### src/rtl/comm_transmitter_if.sv
// Request/field bus between a game-logic producer and comm_transmitter.
// The master drives the message fields and send_request; the slave reports readiness and completion.
interface comm_transmitter_if;
  logic       send_request;
  logic       tx_ready;
  logic       message_sent;
  logic [8:0] ball_y_tx;
  logic [3:0] velocity_x_tx;
  logic [3:0] velocity_y_tx;
  logic       sign_y_tx;
  logic       ball_message_tx;
  logic       are_you_there_tx;
  logic       I_am_here_tx;
  logic       miss_message_tx;
  logic       I_lost_tx;
  logic       new_game_message_tx;

  modport master (
    output send_request, ball_y_tx, velocity_x_tx, velocity_y_tx, sign_y_tx,
           ball_message_tx, are_you_there_tx, I_am_here_tx, miss_message_tx,
           I_lost_tx, new_game_message_tx,
    input  tx_ready, message_sent
  );

  modport slave (
    input  send_request, ball_y_tx, velocity_x_tx, velocity_y_tx, sign_y_tx,
           ball_message_tx, are_you_there_tx, I_am_here_tx, miss_message_tx,
           I_lost_tx, new_game_message_tx,
    output tx_ready, message_sent
  );
endinterface

### src/rtl/comm_transmitter.sv
// Serialises a 24-bit game message MSB first onto NEO_OUT as pulse-width coded bits plus a trailing gap.
// Optional macro COMM_TX_QUEUE_EN adds a one-entry holding buffer so a request can be taken while busy.
module comm_transmitter #(
  parameter int BIT_CYCLES = 64,
  parameter int ONE_HIGH   = 40,
  parameter int ZERO_HIGH  = 12,
  parameter int GAP_CYCLES = 128,
  parameter int CNT_W      = 8
) (
  input  logic                clock,
  input  logic                reset,
  comm_transmitter_if.slave   bus,
  output logic                NEO_OUT
);

  if (!(ZERO_HIGH >= 1 && ZERO_HIGH < 26 && ONE_HIGH > 26 && ONE_HIGH < BIT_CYCLES)) begin : g_bad_timing
    $error("comm_transmitter: need 1 <= ZERO_HIGH < 26 < ONE_HIGH < BIT_CYCLES");
  end
  if (GAP_CYCLES < 2 || BIT_CYCLES > (1 << CNT_W) || GAP_CYCLES > (1 << CNT_W)) begin : g_bad_cnt
    $error("comm_transmitter: GAP_CYCLES >= 2 and CNT_W must cover BIT_CYCLES and GAP_CYCLES");
  end

  localparam logic [CNT_W-1:0] ONE_HI_END  = CNT_W'(ONE_HIGH - 1);
  localparam logic [CNT_W-1:0] ZERO_HI_END = CNT_W'(ZERO_HIGH - 1);
  localparam logic [CNT_W-1:0] ONE_LO_END  = CNT_W'(BIT_CYCLES - ONE_HIGH - 1);
  localparam logic [CNT_W-1:0] ZERO_LO_END = CNT_W'(BIT_CYCLES - ZERO_HIGH - 1);
  localparam logic [CNT_W-1:0] GAP_END     = CNT_W'(GAP_CYCLES - 1);
  localparam logic [CNT_W-1:0] GAP_PRE     = CNT_W'(GAP_CYCLES - 2);

  typedef enum logic [1:0] {IDLE, HIGH, LOW, GAP} state_t;

  state_t           state;
  logic [23:0]      frame;
  logic [4:0]       bit_cnt;
  logic [CNT_W-1:0] cyc_cnt;
  logic             sent_q;
  logic [23:0]      req_frame;
  logic             gap_end;

  assign req_frame = {bus.ball_y_tx, bus.velocity_x_tx, bus.velocity_y_tx, bus.sign_y_tx,
                      bus.ball_message_tx, bus.are_you_there_tx, bus.I_am_here_tx,
                      bus.miss_message_tx, bus.I_lost_tx, bus.new_game_message_tx};
  assign gap_end = (state == GAP) && (cyc_cnt == GAP_END);
  assign bus.message_sent = sent_q;

`ifdef COMM_TX_QUEUE_EN
  logic        buf_full;
  logic [23:0] buf_frame;
  logic        drain;
  logic        take;
  // A request arriving as the buffer empties refills it straight away.
  assign drain = gap_end && buf_full;
  assign take  = bus.send_request && (state != IDLE) && (!buf_full || drain);
  assign bus.tx_ready = !buf_full;
`else
  assign bus.tx_ready = (state == IDLE);
`endif

  always_ff @(posedge clock) begin
    if (!reset) begin
      state   <= IDLE;
      frame   <= '0;
      bit_cnt <= '0;
      cyc_cnt <= '0;
      sent_q  <= 1'b0;
      NEO_OUT <= 1'b0;
`ifdef COMM_TX_QUEUE_EN
      buf_full  <= 1'b0;
      buf_frame <= '0;
`endif
    end else begin
`ifdef COMM_TX_QUEUE_EN
      if (take) begin
        buf_frame <= req_frame;
        buf_full  <= 1'b1;
      end else if (drain) begin
        buf_full  <= 1'b0;
      end
`endif
      case (state)
        IDLE: begin
          if (bus.send_request) begin
            frame   <= req_frame;
            bit_cnt <= '0;
            cyc_cnt <= '0;
            NEO_OUT <= 1'b1;
            state   <= HIGH;
          end
        end
        HIGH: begin
          if (cyc_cnt == (frame[23] ? ONE_HI_END : ZERO_HI_END)) begin
            cyc_cnt <= '0;
            NEO_OUT <= 1'b0;
            state   <= LOW;
          end else begin
            cyc_cnt <= cyc_cnt + 1'b1;
          end
        end
        LOW: begin
          if (cyc_cnt == (frame[23] ? ONE_LO_END : ZERO_LO_END)) begin
            cyc_cnt <= '0;
            bit_cnt <= bit_cnt + 1'b1;
            if (bit_cnt == 5'd23) begin
              state <= GAP;
            end else begin
              frame   <= {frame[22:0], 1'b0};
              NEO_OUT <= 1'b1;
              state   <= HIGH;
            end
          end else begin
            cyc_cnt <= cyc_cnt + 1'b1;
          end
        end
        GAP: begin
          if (gap_end) begin
            cyc_cnt <= '0;
            sent_q  <= 1'b0;
            state   <= IDLE;
`ifdef COMM_TX_QUEUE_EN
            // Back-to-back: buffered frame starts with no idle cycle.
            if (buf_full) begin
              frame   <= buf_frame;
              bit_cnt <= '0;
              NEO_OUT <= 1'b1;
              state   <= HIGH;
            end
`endif
          end else begin
            cyc_cnt <= cyc_cnt + 1'b1;
            // Registered so the pulse lands exactly on the final gap cycle.
            if (cyc_cnt == GAP_PRE) sent_q <= 1'b1;
          end
        end
        default: state <= IDLE;
      endcase
    end
  end

endmodule

### src/flat_wrapper.sv
// flat-port wrapper written by rule: the top's interface ports become plain ports
module comm_transmitter_flat 
#(
  parameter int BIT_CYCLES = 64,
  parameter int ONE_HIGH   = 40,
  parameter int ZERO_HIGH  = 12,
  parameter int GAP_CYCLES = 128,
  parameter int CNT_W      = 8
)
  (clock, reset, NEO_OUT, bus_send_request, bus_ball_y_tx, bus_velocity_x_tx, bus_velocity_y_tx, bus_sign_y_tx, bus_ball_message_tx, bus_are_you_there_tx, bus_I_am_here_tx, bus_miss_message_tx, bus_I_lost_tx, bus_new_game_message_tx, bus_tx_ready, bus_message_sent);
  comm_transmitter_if bus_i ();
  input  logic clock;
  input  logic reset;
  output logic NEO_OUT;
  input wire logic [$bits(bus_i.send_request)-1:0] bus_send_request;
  input wire logic [$bits(bus_i.ball_y_tx)-1:0] bus_ball_y_tx;
  input wire logic [$bits(bus_i.velocity_x_tx)-1:0] bus_velocity_x_tx;
  input wire logic [$bits(bus_i.velocity_y_tx)-1:0] bus_velocity_y_tx;
  input wire logic [$bits(bus_i.sign_y_tx)-1:0] bus_sign_y_tx;
  input wire logic [$bits(bus_i.ball_message_tx)-1:0] bus_ball_message_tx;
  input wire logic [$bits(bus_i.are_you_there_tx)-1:0] bus_are_you_there_tx;
  input wire logic [$bits(bus_i.I_am_here_tx)-1:0] bus_I_am_here_tx;
  input wire logic [$bits(bus_i.miss_message_tx)-1:0] bus_miss_message_tx;
  input wire logic [$bits(bus_i.I_lost_tx)-1:0] bus_I_lost_tx;
  input wire logic [$bits(bus_i.new_game_message_tx)-1:0] bus_new_game_message_tx;
  output wire logic [$bits(bus_i.tx_ready)-1:0] bus_tx_ready;
  output wire logic [$bits(bus_i.message_sent)-1:0] bus_message_sent;
  assign bus_i.send_request = bus_send_request;
  assign bus_i.ball_y_tx = bus_ball_y_tx;
  assign bus_i.velocity_x_tx = bus_velocity_x_tx;
  assign bus_i.velocity_y_tx = bus_velocity_y_tx;
  assign bus_i.sign_y_tx = bus_sign_y_tx;
  assign bus_i.ball_message_tx = bus_ball_message_tx;
  assign bus_i.are_you_there_tx = bus_are_you_there_tx;
  assign bus_i.I_am_here_tx = bus_I_am_here_tx;
  assign bus_i.miss_message_tx = bus_miss_message_tx;
  assign bus_i.I_lost_tx = bus_I_lost_tx;
  assign bus_i.new_game_message_tx = bus_new_game_message_tx;
  assign bus_tx_ready = bus_i.tx_ready;
  assign bus_message_sent = bus_i.message_sent;
  comm_transmitter #(.BIT_CYCLES(BIT_CYCLES), .ONE_HIGH(ONE_HIGH), .ZERO_HIGH(ZERO_HIGH), .GAP_CYCLES(GAP_CYCLES), .CNT_W(CNT_W)) u_core (.clock(clock), .reset(reset), .bus(bus_i), .NEO_OUT(NEO_OUT));
endmodule
### config.mk
export PLATFORM = sky130hd
export DESIGN_NAME = comm_transmitter_flat
export DESIGN_NICKNAME = d
export VERILOG_FILES = /design/src/rtl/comm_transmitter_if.sv /design/src/rtl/comm_transmitter.sv /design/src/flat_wrapper.sv
export SDC_FILE = /design/constraint.sdc
export NUM_CORES = 1
export LEC_CHECK = 0
export CORE_MARGIN = 4
export CORE_UTILIZATION = 50
export DETAILED_ROUTE_END_ITERATION = 8
export PLACE_DENSITY_LB_ADDON = 0.2
export SYNTH_ARGS = -nofsm -noshare
export SYNTH_HDL_FRONTEND = slang
export SYNTH_SLANG_ARGS = --single-unit
### constraint.sdc
create_clock -name clock -period 2.6 [get_ports clock]
set_input_delay 0.26 -clock clock [delete_from_list [all_inputs] [get_ports clock]]
set_output_delay 0.26 -clock clock [all_outputs]
set_load 0.03 [all_outputs]
==> results of run 1 <==
## registers in the layout (all words and copies together), names as in the netlist
name and cells:
u_core.bus.message_sent 1, u_core.frame 24, u_core.cyc_cnt 8, u_core.NEO_OUT 1, u_core.state 2, u_core.bit_cnt 5
## metal layers
metal	vias up	routed length, µm	part of all wire
met1	902	2290	0.49
li1	977	-	-
met2	44	2080	0.45
met5	-	0	0
met3	4	245	0.053
met4	0	33	0.0071
## layout make-up
class                   instances  area [µm²]  area share
repair buffers                 35         330       0.128
clock inverters                 2        10.0     0.00387
multi-input cells             186        1270       0.491
inverters                       5        18.8     0.00726
flip-flops and latches         41         821       0.317
clock buffers                   6        72.6      0.0281
well taps                      52        65.1      0.0252
## cell families (layout without fill, tap and decap cells)
| group | count (synthesis) | after routing |
|---|---|---|
| multiplexers | 23 | 23 |
| buffers and inverters | 27 | 48 |
| XOR/XNOR | 5 | 5 |
| adder cells (fa/ha/maj) | 3 | 3 |
| flip-flops | 41 | 41 |
| AND/OR/NAND/NOR | 77 | 77 |
| AO/OA/AOI/OAI | 78 | 78 |
## critical path, delay by kind of cell, from the launching register on
kind                     cells  cell delay (ns)
AND/OR/NAND/NOR              2             0.79
flip-flops                   1             0.42
AO/OA/AOI/OAI                3             0.71
adder cells (fa/ha/maj)      1             0.25
## synth_stat cells (4+ instances only)
| library cell | n |
|---|---|
| nor2_1 | 9 |
| nand3b_1 | 4 |
| nand3_1 | 7 |
| o21ai_1 | 19 |
| a21oi_1 | 4 |
| dfxtp_1 | 41 |
| o21ai_0 | 6 |
| inv_1 | 4 |
| a31oi_1 | 4 |
| mux2_2 | 20 |
| o211ai_1 | 25 |
| clkbuf_1 | 12 |
| buf_6 | 4 |
| nand2_1 | 33 |
| nor2b_1 | 4 |
## power groups by stage
stage	combinational [µW]	clock [µW]	sequential (µW)
CTS	780	421	841
detailed placement	775	0	855
finish	772	406	844
floorplan	630	0	820
global placement	775	0	849
global route	856	445	859
## worst min path at each step
stage	startpoint	endpoint	slack (ns)	cells after the start
after CTS	u_core.NEO_OUT$_SDFFE_PN0P_	u_core.NEO_OUT$_SDFFE_PN0P_	0.46	2
after floorplan	bus_new_game_message_tx	u_core.frame[0]$_SDFFE_PN0P_	0.42	2
final	u_core.NEO_OUT$_SDFFE_PN0P_	u_core.NEO_OUT$_SDFFE_PN0P_	0.46	2
after global placement	u_core.NEO_OUT$_SDFFE_PN0P_	u_core.NEO_OUT$_SDFFE_PN0P_	0.45	2
after global routing	u_core.NEO_OUT$_SDFFE_PN0P_	u_core.NEO_OUT$_SDFFE_PN0P_	0.47	2
after detailed placement	u_core.NEO_OUT$_SDFFE_PN0P_	u_core.NEO_OUT$_SDFFE_PN0P_	0.45	2
## metrics by stage
stage | std cells | setup slack, ns
final | 327 | 0.352
after global routing | 327 | 0.0879
after floorplan | 254 | 0.649
after global placement | 319 | 0.389
after CTS | 327 | 0.333
after detailed placement | 319 | 0.352
==> flow_metrics.tcl, run 1 <==
set metrics [dict create \
    max_freq_mhz 445 \
    synth_area_leader_cell "dfxtp_1" \
    switching_power_uw 758 \
    drtPass1Iterations 4 \
    required_ns 2.80 \
    path_max_fanout 24 \
    clock-root-buffer "clkbuf_8" \
    cts_max_level 2 \
    synth.area.mux_share 0.115 \
    grt_pass1_wl_um 7770 \
    cts-buffers-inserted 5 \
    wire_per_inst_um 14.2 \
    fp.coreArea_mm2 0.00432 \
    vias 1927 \
    tightest_slew_ns 0.840 \
    pwr-share-clk 0.201 \
    internal-power_uw 1260 \
    post-route-period-util 0.865 \
    arrival_ns 2.45 \
    grt_max_degree 44 \
    report.final.hold_viol_count 0 \
    clk_path_buf_depth 2 \
    total_power_uw 2020 \
    io-pin-count 30 \
    setup_violations 0 \
    ys_seq_area_frac 0.369 \
    worstSetupEndpointType "flip-flop" \
    diodes 0 \
    synth_edf_count 0 \
    regToRegSetupSlack_ns 0.35 \
    synthCells 254 \
    antenna_left 0 \
    hpwl_um 3120 \
    start_util 0.515 \
    grt-busiest-layer "met2" \
    cp-startpoint "u_core.cyc_cnt[0]$_SDFFE_PN0P_" \
    utilization 0.598 \
    use_met2 0.269 \
    p_per_area_mw_per_mm2 782 \
    synth_compound_area_frac 0.236 \
    final_area_mm2 0.00259 \
    maxCapViolCount 0 \
    synth-simple-area-share 0.183 \
    seqPwrFrac 0.418 \
    synth.distinct_cells 49 \
    gr-usage-all-layers 0.177 \
    gp_congestion 0.749 \
    post_drt_via_cell_ratio 5.89 \
    synth_fp_nets 284 \
    synth_top_area_share 0.369 \
    hp-class "flip-flop to flip-flop" \
    worstSetupStartpointType "flip-flop" \
    synth_adder_area_share 0.0169 \
    syn_to_final_growth_pct 16.1 \
    clk_latency_ns 0.29 \
    cts.clk_slew.worst_paths_ns 0.08 \
    final_cell_mix "dfxtp_1, nand2_1, clkdlybuf4s50_1" \
    crit_end "u_core.frame[3]$_SDFFE_PN0P_" \
    wirelength_um 4650 \
    post_cts_buffers 0 \
    grt_use_met3 0.0454 \
    grt_overflow_total 0 \
    peakVddDrop_mv 0.415 \
    reg2reg_depth 6 \
    grt_pass1_vias 1700 \
    die_area_mm2 0.00559 \
    ys_warn_count 0 \
    synth_top_family_by_area "compound AO/OA/AOI/OAI gates" \
    rows 24 \
    synth_area_leaders "dfxtp_1, mux2_2, o211ai_1" \
    fp.dieH_um 74.7 \
    critPathMaxStageDelay_ns 0.52 \
    ys_ff_latch 41 \
    drc 0 \
    die_w_um 74.7 \
    rsz0062_at_grt "false" \
    crit_chain "ha_1 > nor3b_2 > o211ai_1 > o21a_1 > or2_1 > o31ai_1" \
    grt_use_met1 0.244 \
    final_common_cell "dfxtp_1" \
    status "complete, no violations" \
    nFillCells 426 \
    max_slew_margin 0.440 \
    synth_area_per_cell_um2 8.77 \
    reg2reg_from "u_core.cyc_cnt[0]$_SDFFE_PN0P_" \
    synth_top_flop_cell "dfxtp_1" \
    cts_tree "yes" \
    syn-cell-area_mm2 0.00223 \
    combPwrFrac 0.382 \
    slowest_stage "or2_1" \
    tns_ns 0 \
    p_sw_frac 0.375 \
    cts_sinks 41 \
    io_buffers 29 \
    cts-hold-fix-buffers 0 \
    ys_async_sr_fraction 0 \
    drtIter0Drc 162 \
    layout-drive-gt1-share 0.167 \
    maxSlewViolCount 0 \
    path_class "flip-flop to flip-flop" \
    fin_nets 304 \
    p_leak_uw 0.000912 \
    finClkSkew_ns 0.0149 \
    finalCriticalPeriod_ns 2.25 \
    r2r-end "u_core.frame[3]$_SDFFE_PN0P_" \
    ctsResizeCount 0 \
    synth_xor_xnor_area_share 0.0197 \
    holdWs_ns 0.458 \
    antenna_found_initial 0 \
    place_area_mm2 0.00250 \
]
Note: power is estimated with default switching activity, not from simulation.
==> inputs of run 2 (changes only) <==
--- a/config.mk
+++ b/config.mk
@@ -5,6 +5,8 @@
 export SDC_FILE = /design/constraint.sdc
 export NUM_CORES = 1
 export LEC_CHECK = 0
+export ABC_AREA = 1
+export CAP_MARGIN = 20
 export CORE_MARGIN = 4
 export CORE_UTILIZATION = 50
 export DETAILED_ROUTE_END_ITERATION = 8
==> run 2 against run 1 <==
  * Maximum frequency increased by 20%
  * Routed wire length increased by 2.3%
  * Via count rose by 12%
  * Largest power group is now combinational cells
  * Cell count grew 40%
  * Global-route usage up 0.30 points
  * Sequential power rose by 12%
  * Highest routed layer unchanged
  * Die area up 2.4%
  * Non-clock buffer count down 3
  * Utilization increased by 1.8 points
  * Hold slack got worse by 0.0095 ns
  * Worst setup slack better by 0.38 ns
  * Area after synthesis up 2.6%
==> flow_metrics.tcl, run 2 <==
set metrics [dict create \
    path_delay_family "buffers and inverters" \
    worstSetupStartpointType "flip-flop" \
    grt_pass1_vias 1950 \
    cts_max_level 2 \
    gr-usage-all-layers 0.180 \
    arrival_ns 1.61 \
    post_cts_buffers 0 \
    rows 24 \
    gp_congestion 0.854 \
    diodes 0 \
    setup_violations 0 \
    fp.dieH_um 75.6 \
    synth_edf_count 0 \
    grt_use_met3 0.0343 \
    synth_area_leader_cell "dfxtp_1" \
    finalCriticalPeriod_ns 1.87 \
    synth_fp_nets 410 \
    syn_to_final_growth_pct 18.1 \
    drc 0 \
    synthCells 380 \
    cts_sinks 41 \
    place_area_mm2 0.00258 \
    wirelength_um 4750 \
    final_area_mm2 0.00270 \
    ctsResizeCount 0 \
    ys_async_sr_fraction 0 \
    grt_overflow_total 0 \
    required_ns 2.34 \
    antenna_found_initial 0 \
    ys_warn_count 0 \
    use_met2 0.282 \
    ys_seq_area_frac 0.359 \
    final_common_cell "nand2_1" \
    path_max_fanout 4 \
    clk_latency_ns 0.30 \
    fin_nets 435 \
    post_drt_via_cell_ratio 4.71 \
    grt_max_degree 49 \
    utilization 0.616 \
    synth_area_per_cell_um2 6.02 \
    io_buffers 29 \
    hpwl_um 3260 \
    start_util 0.521 \
    worstSetupEndpointType "primary output" \
    antenna_left 0 \
    path_class "flip-flop to primary output" \
    ys_ff_latch 41 \
    max_slew_margin 0.703 \
    slowest_stage "clkdlybuf4s50_1" \
    vias 2155 \
    drtIter0Drc 120 \
    io-pin-count 30 \
    post-route-period-util 0.719 \
    tns_ns 0 \
    die_w_um 75.6 \
    critical_path_buf_inv_count 1 \
    ys_top_cells_by_count "nand2_1, nor2_1, inv_1, dfxtp_1, o21ai_0" \
    report.final.hold_viol_count 0 \
    p_per_area_mw_per_mm2 1020 \
    synth_top_area_share 0.359 \
    dpl.cell_count 450 \
    max_freq_mhz 535 \
    clock-root-buffer "clkbuf_8" \
    top_register "u_core.frame" \
    grt-busiest-layer "met2" \
    wire_per_inst_um 10.4 \
    rsz0062_at_grt "false" \
    synth_top_flop_cell "dfxtp_1" \
    synth.distinct_cells 22 \
    synth.most_common_cell "nand2_1" \
    peakVddDrop_mv 0.475 \
    maxCapViolCount 0 \
    tightest_slew_ns 0.445 \
    grt_pass1_wl_um 8000 \
    cts-hold-fix-buffers 0 \
    hp-class "flip-flop to flip-flop" \
    clk_path_buf_depth 2 \
    grt_use_met1 0.232 \
    fin_cells 458 \
    largest_reg_flops 24 \
    p_leak_uw 0.00129 \
    layout-drive-gt1-share 0.0542 \
    finClkSkew_ns 0.00327 \
    syn-cell-area_mm2 0.00229 \
    synth_area_leaders "dfxtp_1, nand2_1, nor2_1" \
    final_cell_mix "nand2_1, nor2_1, inv_1" \
    die_area_mm2 0.00572 \
    crit_chain "nor2_2 > clkdlybuf4s50_1" \
    cts-buffers-inserted 5 \
    critPathMaxStageDelay_ns 0.71 \
    cts_tree "yes" \
    maxSlewViolCount 0 \
    drtPass1Iterations 4 \
    cts.clk_slew.worst_paths_ns 0.08 \
    reg_top3 "u_core.frame: 24 flops, u_core.cyc_cnt: 8 flops, u_core.bit_cnt: 5 flops" \
    status "complete, no violations" \
    holdWs_ns 0.448 \
    fp.coreArea_mm2 0.00438 \
]
run 2: cell count changes after synthesis, moves of 20 or more:
| cell | before | now |
|---|---|---|
| nand2_1 | 33 | 130 |
| mux2_2 | 20 | 0 |
| o21ai_0 | 6 | 29 |
| nor2_1 | 9 | 68 |
| inv_1 | 4 | 45 |
| o211ai_1 | 25 | 0 |
run 2: worst min-delay path, delay by kind of cell (launching register included):
family | cells | cell delay [ns]
flip-flops | 1 | 0.31
AO/OA/AOI/OAI | 1 | 0.05
buffers and inverters | 1 | 0.04
run 2: cells by family (layout without fill, tap and decap cells):
logic type | after synthesis | after routing | share of synthesized area
adders and majority gates | 3 | 3 | 0.0164
and+or+nand+nor | 223 | 223 | 0.393
buffers and inverters | 64 | 90 | 0.117
AOI/OAI and AO/OA | 46 | 46 | 0.103
xor gates and xnor gates | 3 | 3 | 0.0115
DFF | 41 | 41 | 0.359
run 2: power by group:
group | leakage [µW] | switching, µW | internal, µW
registers | 0.000337 | 98.5 | 850
clock network | 0.0000585 | 231 | 313
logic | 0.000895 | 851 | 423
run 2: final cells by class:
cell class                 count  area [µm²]
clock inverter                 1        30.0
sequential                    41         821
inverter                      50         188
clock buffer                   7        86.3
fill                         426        1680
timing repair buffer          32         313
tap                           52        65.1
multi-input combinational    275        1200
run 2: path summary, 6_finish.rpt:
path | from | to | slack [ns] | cells past startpoint
max | u_core.state[0]$_SDFFE_PN0P_ | bus_tx_ready | 0.73 | 2
min | u_core.bus.message_sent$_SDFFE_PN0P_ | u_core.bus.message_sent$_SDFFE_PN0P_ | 0.45 | 2
max reg2reg | u_core.bit_cnt[0]$_SDFFE_PN0P_ | u_core.frame[17]$_SDFFE_PN0P_ | 0.75 | 9
min reg2reg | u_core.bus.message_sent$_SDFFE_PN0P_ | u_core.bus.message_sent$_SDFFE_PN0P_ | 0.45 | 2
run 2: metal layers:
metal	vias to the layer above	wire length [µm]	part of all wire
li1	1206	-	-
met1	914	2400	0.51
met2	27	2090	0.44
met3	8	169	0.036
met4	0	91	0.019
met5	-	0	0
run 2: through the flow:
stage | worst slack (ns) | power, µW
3_5_place_dp | 0.758 | 2230
6_report | 0.731 | 2770
3_3_place_gp | 0.803 | 2200
2_1_floorplan | 1.07 | 2020
4_1_cts | 0.717 | 2790
5_1_grt | 0.572 | 3050
==> edit, RTL diff (settings of run 2) <==
`CNT_W` is set to 8 in 2 places; all go to 7.
--- a/src/rtl/comm_transmitter.sv
+++ b/src/rtl/comm_transmitter.sv
@@ -6,5 +6,5 @@
   parameter int ZERO_HIGH  = 12,
   parameter int GAP_CYCLES = 128,
-  parameter int CNT_W      = 8
+  parameter int CNT_W      = 7
 ) (
   input  logic                clock,
--- a/src/flat_wrapper.sv
+++ b/src/flat_wrapper.sv
@@ -6,5 +6,5 @@
   parameter int ZERO_HIGH  = 12,
   parameter int GAP_CYCLES = 128,
-  parameter int CNT_W      = 8
+  parameter int CNT_W      = 7
 )
   (clock, reset, NEO_OUT, bus_send_request, bus_ball_y_tx, bus_velocity_x_tx, bus_velocity_y_tx, bus_sign_y_tx, bus_ball_message_tx, bus_are_you_there_tx, bus_I_am_here_tx, bus_miss_message_tx, bus_I_lost_tx, bus_new_game_message_tx, bus_tx_ready, bus_message_sent);
Check against the original RTL: same outputs for any inputs over 10 cycles, from zero or initial values and one cycle with reset low; that may be too few to reach the edited logic, so the function may still have changed.
==> edit against run 2 <==
Clock skew up 0.0031 ns; synthesized area is 0.93% lower; power down 8.5%; global-route usage rose by 0.72 points; via count up 2.3%; cell area decreased by 2.5%; clock power fell by 19%; routed wire length grew 3.0%; sequential cell count decreased by 1; setup slack got worse by 0.028 ns.
==> edit: results (changes against run 2) <==
- The final HPWL from detailed placement is 3281 um (+0.61%).
- On the critical path, the stage with the largest delay is an instance of o21ai_4.
- The internal power contribution came to 1389 uW (-12%).
- The actual transition at the worst max-transition pin is 0.6177 ns (+0.1723 ns).
- The post-synthesis net count came to 380 (-7.3%).
- The worst hold path begins at u_core.frame[3].
- The most common flop cell mapped by yosys is dfxtp_1.
- The biggest fanout along the worst timing path came to 25 (+21).
- The leakage power of the design is 0.001140 uW (-12%).
- The ratio of final minimum period to clock period is 72.97% (+1.1 points).
- The post-CTS setup buffer count is 0 (unchanged).
- The commonest cells after synthesis are nand2_1 (134), dfxtp_1 (40), nand3_1 (40), inv_1 (25), nor2_1 (25).
- The final weighted congestion in routability-driven placement is 0.8191 (-4.1%).
- The total cell area at the placement stage is 2540 um^2 (-1.7%).
- By area the synthesized netlist is led by dfxtp_1 (35%), nand2_1 (22%), nand3_1 (8.8%).
- The violation count after the first detailed-route iteration is 165 (+38%).
- The worst reg2reg path startpoint is u_core.cyc_cnt[1].
- The net total in the final layout is 404 (-7.1%).
- The worst hold path terminates at u_core.frame[3].
- The total iterations of the first detailed-routing run is 5 (+1).
- The H-tree depth was 2 (unchanged).
- The distinct cell type count of the synthesized netlist is 27 (+23%).
- The number of cells on the worst hold path is 2 (unchanged).
- The largest net degree at the start of global routing is 31 (-37%).
- The placement-stage worst setup slack is 0.7126 ns (-0.04511 ns).
- The first-pass GRT wire length is 8280 um (+3.4%).
- The register-to-register path setup slack is 0.70 ns (-0.05 ns).
- The total routed wirelength is 4895 um (+3.0%).
- The longest individual stage delay on the worst path is 0.52 ns (-0.19 ns).
- The total of fill cells in the finished design is 450 (+5.6%).
- The number of cells traversed by the worst register-to-register path is 7 (-2).
- The share of cells above drive strength 1 was 9.067% (+3.6 points).
- The number of global-route vias before repair is 1,930 (-1.0%).
- The share of synthesized flip-flops with an asynchronous set or reset is 0% (unchanged).
- The via total after detailed routing is 2,204 (+2.3%).
- The capture point of the worst reg-to-reg path is u_core.frame[21].
- The initial antenna violation count is 0 (unchanged).
- In the final layout, the registers with the most flip-flops are u_core.frame (24), u_core.cyc_cnt (7), u_core.bit_cnt (5).
- The post-route cell area is 2634 um^2 (-2.5%).
- The peak supply drop is 489.4 uV (+3.1%).
- The tightest min-delay check is of the register to register type.
- The run finished with clean final reports.
- The global-route usage over all layers is 18.68% (+0.72 points).
- The data arrival at the endpoint of the critical path came to 2.12 ns (+0.51 ns).
- The portion of the post-synthesis area used by sequential elements is 35.36% (-0.55 points).
- The largest clock skew in the final design came to 0.006401 ns (+0.003132 ns).
- The number of diodes is 0 (unchanged).
- The top cell family by delay on the critical path is compound AO/OA/AOI/OAI gates.
edit: changes by cell type in the layout (fill, tap and decap cells not counted), moves of 2 or more:
| cell | run 2 | this run |
|---|---|---|
| nand4_1 | 6 | 1 |
| nor2_1 | 68 | 25 |
| a21oi_2 | 1 | 7 |
| nand3_4 | 0 | 2 |
| inv_1 | 45 | 25 |
| o21ai_0 | 29 | 10 |
| nand2_1 | 130 | 134 |
| a21oi_1 | 15 | 24 |
| o21ai_1 | 0 | 2 |
| inv_2 | 5 | 7 |
| nor3_1 | 0 | 3 |
| nand3_1 | 12 | 40 |
edit: metrics by stage:
stage                     hold slack [ns]  cells  power (uW)
after detailed placement           0.4553    419        2105
after CTS                          0.4674    427        2545
after global routing               0.4909    427        2749
final                              0.4681    427        2533
after global placement             0.4520    419        2087
after floorplan                    0.3576    350        1911
edit: cell families (layout without fill, tap and decap cells):
| logic type | Yosys count | in the layout | share of synthesized area [%] |
|---|---|---|---|
| AND/OR/NAND/NOR | 213 | 213 | 40.72 |
| AO/OA/AOI/OAI | 46 | 46 | 11.99 |
| buffers and inverters | 46 | 71 | 9.502 |
| flip-flops | 40 | 40 | 35.36 |
| adder cells (fa/ha/maj) | 3 | 3 | 1.658 |
| XOR/XNOR | 2 | 2 | 0.7736 |
edit: cell type report:
class / count / share of cell area, %
timing repair buffer: 31 / 11.59
clock buffer: 7 / 3.278
inverter: 32 / 4.561
multi-input combinational: 264 / 47.41
clock inverter: 1 / 0.2850
tap: 52 / 2.470
sequential: 40 / 30.40
edit: worst max-delay path by stage:
stage | startpoint | end
finish | u_core.cyc_cnt[1] | u_core.frame[21]
global route | u_core.cyc_cnt[0] | u_core.frame[21]
CTS | u_core.cyc_cnt[1] | u_core.frame[7]
detailed placement | u_core.cyc_cnt[1] | u_core.frame[6]
global placement | u_core.cyc_cnt[0] | u_core.frame[12]
floorplan | u_core.state[1] | u_core.frame[10]
edit: tightest hold or removal path: cells and delay by family (launching register included):
family,cells,cell delay (ns)
DFF,1,0.32
and+or+nand+nor,1,0.06
AOI/OAI and AO/OA,1,0.05
edit: per-layer routing:
layer | vias to the layer above | routed length [um] | GRT usage [%]
met5 | - | 0 | 0
met4 | 0 | 73 | 6.214
met3 | 11 | 258 | 3.958
met2 | 41 | 2289 | 30.11
met1 | 997 | 2273 | 24.96
li1 | 1155 | - | -
edit: power by group through the flow:
| stage | clock network (uW) | registers (uW) | logic, uW |
|---|---|---|---|
| final | 443 | 898 | 1190 |
| after global routing | 470 | 920 | 1360 |
| after CTS | 443 | 897 | 1210 |
| after detailed placement | 0 | 908 | 1200 |
| after global placement | 0 | 905 | 1180 |
| after floorplan | 0 | 900 | 1010 |
